==> src/rtl/valu_elem_sequencer.sv <==
// rtl/valu_elem_sequencer.sv - streams one vector ALU op element by element through a scalar ALU
// Optional feature: define VALU_MASK_EN to add the per-element vmask input.
module valu_elem_sequencer #(
  parameter int ELEN   = 32,
  parameter int MAX_VL = 8,
  localparam int VLW   = $clog2(MAX_VL + 1),
  localparam int VLEN  = ELEN * MAX_VL
) (
  input  logic              clk,
  input  logic              rst_n,
  input  logic              start,
  output logic              ready,
  input  logic [3:0]        op,
  input  logic [VLW-1:0]    vl,
  input  logic [VLEN-1:0]   vs1,
  input  logic [VLEN-1:0]   vs2,
`ifdef VALU_MASK_EN
  input  logic [MAX_VL-1:0] vmask,
`endif
  output logic [3:0]        alu_op,
  output logic [ELEN-1:0]   alu_inA,
  output logic [ELEN-1:0]   alu_inB,
  input  logic [ELEN-1:0]   alu_out,
  input  logic              alu_zero,
  input  logic              alu_overflow,
  output logic [VLEN-1:0]   vd,
  output logic [MAX_VL-1:0] zero_mask,
  output logic              ovf_flag,
  output logic              done
);

  // Element index width for addressing the MAX_VL-entry arrays.
  localparam int IW = (MAX_VL > 1) ? $clog2(MAX_VL) : 1;

  typedef enum logic [1:0] {IDLE, RUN, DONE} state_t;

  state_t            state;
  state_t            state_nx;
  logic [3:0]        op_q;
  logic [VLW-1:0]    vl_q;
  logic [VLW-1:0]    vl_eff;
  logic [VLW-1:0]    idx;
  logic [IW-1:0]     idx_s;
  logic              last_elem;
  logic              elem_act;
  logic              accept;
  logic [ELEN-1:0]   vs1_q [MAX_VL];
  logic [ELEN-1:0]   vs2_q [MAX_VL];
  logic [ELEN-1:0]   vd_q  [MAX_VL];
  logic [MAX_VL-1:0] zmask_q;
  logic              ovf_q;
`ifdef VALU_MASK_EN
  logic [MAX_VL-1:0] vmask_q;
`endif

  assign vl_eff    = (vl > VLW'(MAX_VL)) ? VLW'(MAX_VL) : vl;
  assign idx_s     = idx[IW-1:0];
  assign last_elem = (idx == (vl_q - VLW'(1)));
  assign accept    = (state == IDLE) && start;

`ifdef VALU_MASK_EN
  assign elem_act = vmask_q[idx_s];
`else
  assign elem_act = 1'b1;
`endif

  // State register; reset aborts any op in flight without a done pulse.
  always_ff @(posedge clk or negedge rst_n) begin
    if (!rst_n) begin
      state <= IDLE;
    end else begin
      state <= state_nx;
    end
  end

  // Next-state logic and handshake / ALU drive outputs.
  always_comb begin
    state_nx = state;
    ready    = 1'b0;
    done     = 1'b0;
    alu_op   = '0;
    alu_inA  = '0;
    alu_inB  = '0;
    case (state)
      IDLE: begin
        ready = 1'b1;
        if (start) begin
          state_nx = (vl_eff == '0) ? DONE : RUN;
        end
      end
      RUN: begin
        alu_op  = op_q;
        alu_inA = vs2_q[idx_s];
        alu_inB = vs1_q[idx_s];
        if (last_elem) begin
          state_nx = DONE;
        end
      end
      DONE: begin
        done     = 1'b1;
        state_nx = IDLE;
      end
      default: state_nx = IDLE;
    endcase
  end

  // Operand capture at accept and per-element result write-back during RUN.
  always_ff @(posedge clk or negedge rst_n) begin
    if (!rst_n) begin
      op_q    <= '0;
      vl_q    <= '0;
      idx     <= '0;
      zmask_q <= '0;
      ovf_q   <= 1'b0;
`ifdef VALU_MASK_EN
      vmask_q <= '0;
`endif
      for (int i = 0; i < MAX_VL; i++) begin
        vs1_q[i] <= '0;
        vs2_q[i] <= '0;
        vd_q[i]  <= '0;
      end
    end else if (accept) begin
      op_q  <= op;
      vl_q  <= vl_eff;
      idx   <= '0;
      ovf_q <= 1'b0;
`ifdef VALU_MASK_EN
      vmask_q <= vmask;
`endif
      for (int i = 0; i < MAX_VL; i++) begin
        vs1_q[i] <= vs1[i*ELEN +: ELEN];
        vs2_q[i] <= vs2[i*ELEN +: ELEN];
        // Only the active head of zero_mask is cleared; the tail is undisturbed.
        if (i < int'(vl_eff)) begin
          zmask_q[i] <= 1'b0;
        end
      end
    end else if (state == RUN) begin
      if (elem_act) begin
        vd_q[idx_s]    <= alu_out;
        zmask_q[idx_s] <= alu_zero;
        ovf_q          <= ovf_q | alu_overflow;
      end
      idx <= idx + VLW'(1);
    end
  end

  // Pack the element registers onto the flat destination vector.
  always_comb begin
    vd = '0;
    for (int i = 0; i < MAX_VL; i++) begin
      vd[i*ELEN +: ELEN] = vd_q[i];
    end
  end

  assign zero_mask = zmask_q;
  assign ovf_flag  = ovf_q;

endmodule

==> config.mk <==
export PLATFORM = sky130hd
export DESIGN_NAME = valu_elem_sequencer
export DESIGN_NICKNAME = d
export VERILOG_FILES = /design/src/rtl/valu_elem_sequencer.sv
export SDC_FILE = /design/constraint.sdc
export NUM_CORES = 2
export LEC_CHECK = 0
export ABC_AREA = 1
export CORE_AREA = 2 2 343 345
export CTS_BUF_LIST = sky130_fd_sc_hd__clkbuf_4 sky130_fd_sc_hd__clkbuf_8
export DETAILED_ROUTE_END_ITERATION = 7
export DIE_AREA = 0 0 345 347
export PLACE_DENSITY = 0.61
export SLEW_MARGIN = 20
export SYNTH_ARGS = -nofsm -noshare
export SYNTH_HDL_FRONTEND = slang
export SYNTH_SLANG_ARGS = --single-unit
==> constraint.sdc <==
create_clock -name clk -period 2.2 [get_ports clk]
set_clock_uncertainty 0.2 [all_clocks]
set_input_delay 0.55 -clock clk [delete_from_list [all_inputs] [get_ports clk]]
set_output_delay 0.55 -clock clk [all_outputs]
set_load 0.01 [all_outputs]
==> summary.txt <==
Critical path
  – Reg2Reg Depth: 13
  – Terminus of the critical flop-to-flop path: vd[251]
  – CP endpoint kind: output pin
  – CP Class: reg2out
  – Worst Setup SP: idx[0]
  – Flop-to-flop setup slack: -220 ps
  – Critical Path AT: 2690 ps
  – R2r startpoint: idx[0]
  – Worst setup endpoint: alu_inB[14]
  – Critical Path Source Type: flop
  – CP required: 1450 ps
  – CP max FO: 6

Logic synthesis
  – Synth Register Bits: 791
  – Mean Syn Cell Area: 7.79 um2
  – Yosys top cell area share: 57.4%
  – Async SR Flop Fraction: 100%
  – Primary FF master, synth: dfrtp_1
  – Mapped cell area: 34500 um2
  – Yosys warnings: 0
  – Largest cells by area after synthesis: dfrtp_1 (57%), nand2_1 (29%), a21oi_1 (3.0%)
  – Distinct cell type count after synthesis: 26
  – Synth area leader: dfrtp_1
  – Post-Syn Nets: 4990
  – Mapped Cells: 4431
  – EDFF count, synth: 0
  – Register area share after synthesis: 57.4%

Hold path
  – Hold depth: 3
  – Min-delay worst type: in2reg

Timing
  – Post-route setup slack: -1240 ps
  – Setup-failing EPs final: 105
  – Peak Freq: 291 MHz
  – Fin crit share: 156%
  – Unrepaired setup endpoints after global routing: true
  – Worst Tran Pin Value: 595 ps
  – Pins Over Slew Limit: 0
  – Max_slew headroom: 60.3%
  – Fin. Hold Viols: 0
  – Final worst path period need: 3440 ps

Cells and area
  – Non-Filler Instances: 7477
  – Most common cell after layout, fill and taps aside: nand2_1
  – Final Instance Area: 55700 um2
  – Most frequent cells in the layout: nand2_1 (2462), dfrtp_1 (787), clkdlybuf4s50_1 (555)
  – Layout cell share with drive strength beyond 1: 26.3%
  – Final net count: 6383
  – Synthesis-to-finish area growth: 61.5%

Global routing
  – Overflow after GRT: 0
  – Gr busiest metal: met2
  – M1 GR Usage: 30.6%
  – Routing usage on met3: 6.21%
  – Vias in the first global route: 35400
  – Largest net degree at the start of global routing: 93
  – First-pass GRT wire length: 230000 um
  – Met2 GRT Util: 44.1%
  – Initial antenna violation count: 27
  – Tot GR Track Use: 25.9%

Die
  – Placeable Area: 116000 um2
  – Io pins: 892
  – Die Span Y: 347 um
  – Starting Density: 29.8%
  – Die area: 120000 um2
  – Row count: 125
  – Die width: 345 um

Clock tree
  – H-tree Lvls: 4
  – CTS tree: built
  – Clk_lat worst skew: 820 ps
  – Total CTS buffers: 144
  – Clock transition at path regs: 60 ps
  – Max clock buf depth: 3
  – Num Clock Sinks: 791
  – CTS root buffer: clkbuf_8

Power
  – VDD IR max: 0.638 mV
  – Pleak: 28.1 nW
  – P per Cell Area: 1490 nW/um2
  – Pwr Total: 83.2 mW

Placement
  – # port buffers: 891
  – Routability cong.: 0.957
  – # placed instances: 6915
  – Placed Area: 47700 um2
  – Hpwl dp: 117000 um

Drt
  – Via density: 4.79
  – Avg WL per Cell: 21.9 um
  – Via count: 35800
  – Final WL: 164000 um
  – Final ANT Viol Nets: 0
  – Pre-antenna DRT Iters: 5
  – 1st-iter DRT viols: 3129
  – # DRC: 0

Job
  – Maxcap violations: 0

Outcome
  – Outcome: complete, but fails checks
  – Failing checks: setup timing
-- stage by stage --
stage               hold slack, ps  setup TNS [ps]  setup WS [ps]  util, %
floorplan                     54.4               0           33.1        -
global placement               262          -73440          -1210     41.2
detailed placement             265          -69550          -1200     41.2
CTS                          0.553          -86010          -1340     46.5
global route                  31.0          -93760          -1350     48.2
finish                        81.4          -80590          -1240     48.2
-- flip-flops by register name, indices dropped and copies added, names as in the netlist --
register and cells:
vd 256, vs1_q 256, vs2_q 256, zero_mask 8
idx 4, op_q 4, vl_q 4, state 2
ovf_flag 1
-- cell usage after synthesis, types with 3 or more instances --
cell type / number
a21oi_1: 204
buf_1: 14
nor2_4: 5
nand2_1: 2711
inv_1: 53
buf_2: 151
nand2_2: 5
nand4_1: 3
o21ai_1: 128
o21ai_0: 124
buf_4: 32
dfrtp_1: 791
clkbuf_1: 63
nand3_1: 10
nor2_1: 115
buf_6: 7
inv_2: 3
-- worst max-delay path: stages (launching register included) --
cell and delay [ps]:
dfrtp_4 510, buf_12 170, buf_16 140, nor2_4 170, buf_6 160, buf_8 140
nand2_2 50, nand2_1 60, nor2_1 40, a21oi_1 170, buf_4 160, buf_6 100
-- cell families after synthesis --
kind of cell | count (synthesis) | synth area share (%)
buffers and inverters | 325 | 4.60
DFF | 791 | 57.4
AOI/OAI and AO/OA | 459 | 6.67
adders and majority gates | 2 | 0.0725
and+or+nand+nor | 2854 | 31.3
-- final cells by class --
class	count	area, um2
inverter	58	269
multi-input combinational	3317	15400
timing repair buffer	1511	15200
clock inverter	28	299
sequential	791	19800
fill	11000	60000
antenna	15	37.5
timing repair inverter	1	11.3
tap	1524	1910
clock buffer	232	2860
-- timing repair --
item,CTS,global route
hold endpoints to repair,927,0
setup endpoints to repair,379,216
pin swaps,137,143
cloned,21,23
hold buffers,137,0
resized for setup,1820,381
buffers inserted,104,24
-- metal layers --
metal | share of wire [%] | wire [um]
met1 | 38 | 62300
met2 | 49 | 80500
met3 | 7.4 | 12100
met4 | 5.5 | 8940
met5 | 0.082 | 134
-- where the power goes --
group / switching [mW] / internal, mW / leakage (nW) / total, mW
logic: 23.0 / 18.4 / 16.8 / 41.4
clock network: 6.59 / 8.63 / 1.66 / 15.2
registers: 5.08 / 21.5 / 9.65 / 26.6
total: 34.7 / 48.5 / 28.1 / 83.2
-- worst min path at each step --
stage | start | to | slack, ps
2_1_floorplan | rst_n | idx[0] | 50
3_3_place_gp | vs1_q[235] | vs1_q[235] | 260
3_5_place_dp | vs1_q[172] | vs1_q[172] | 270
4_1_cts | vs2[131] | vs2_q[99] | 0.6
5_1_grt | vs2[198] | vs2_q[38] | 30
6_report | vs2[134] | vs2_q[102] | 80
(Power assumes the default switching activity.)
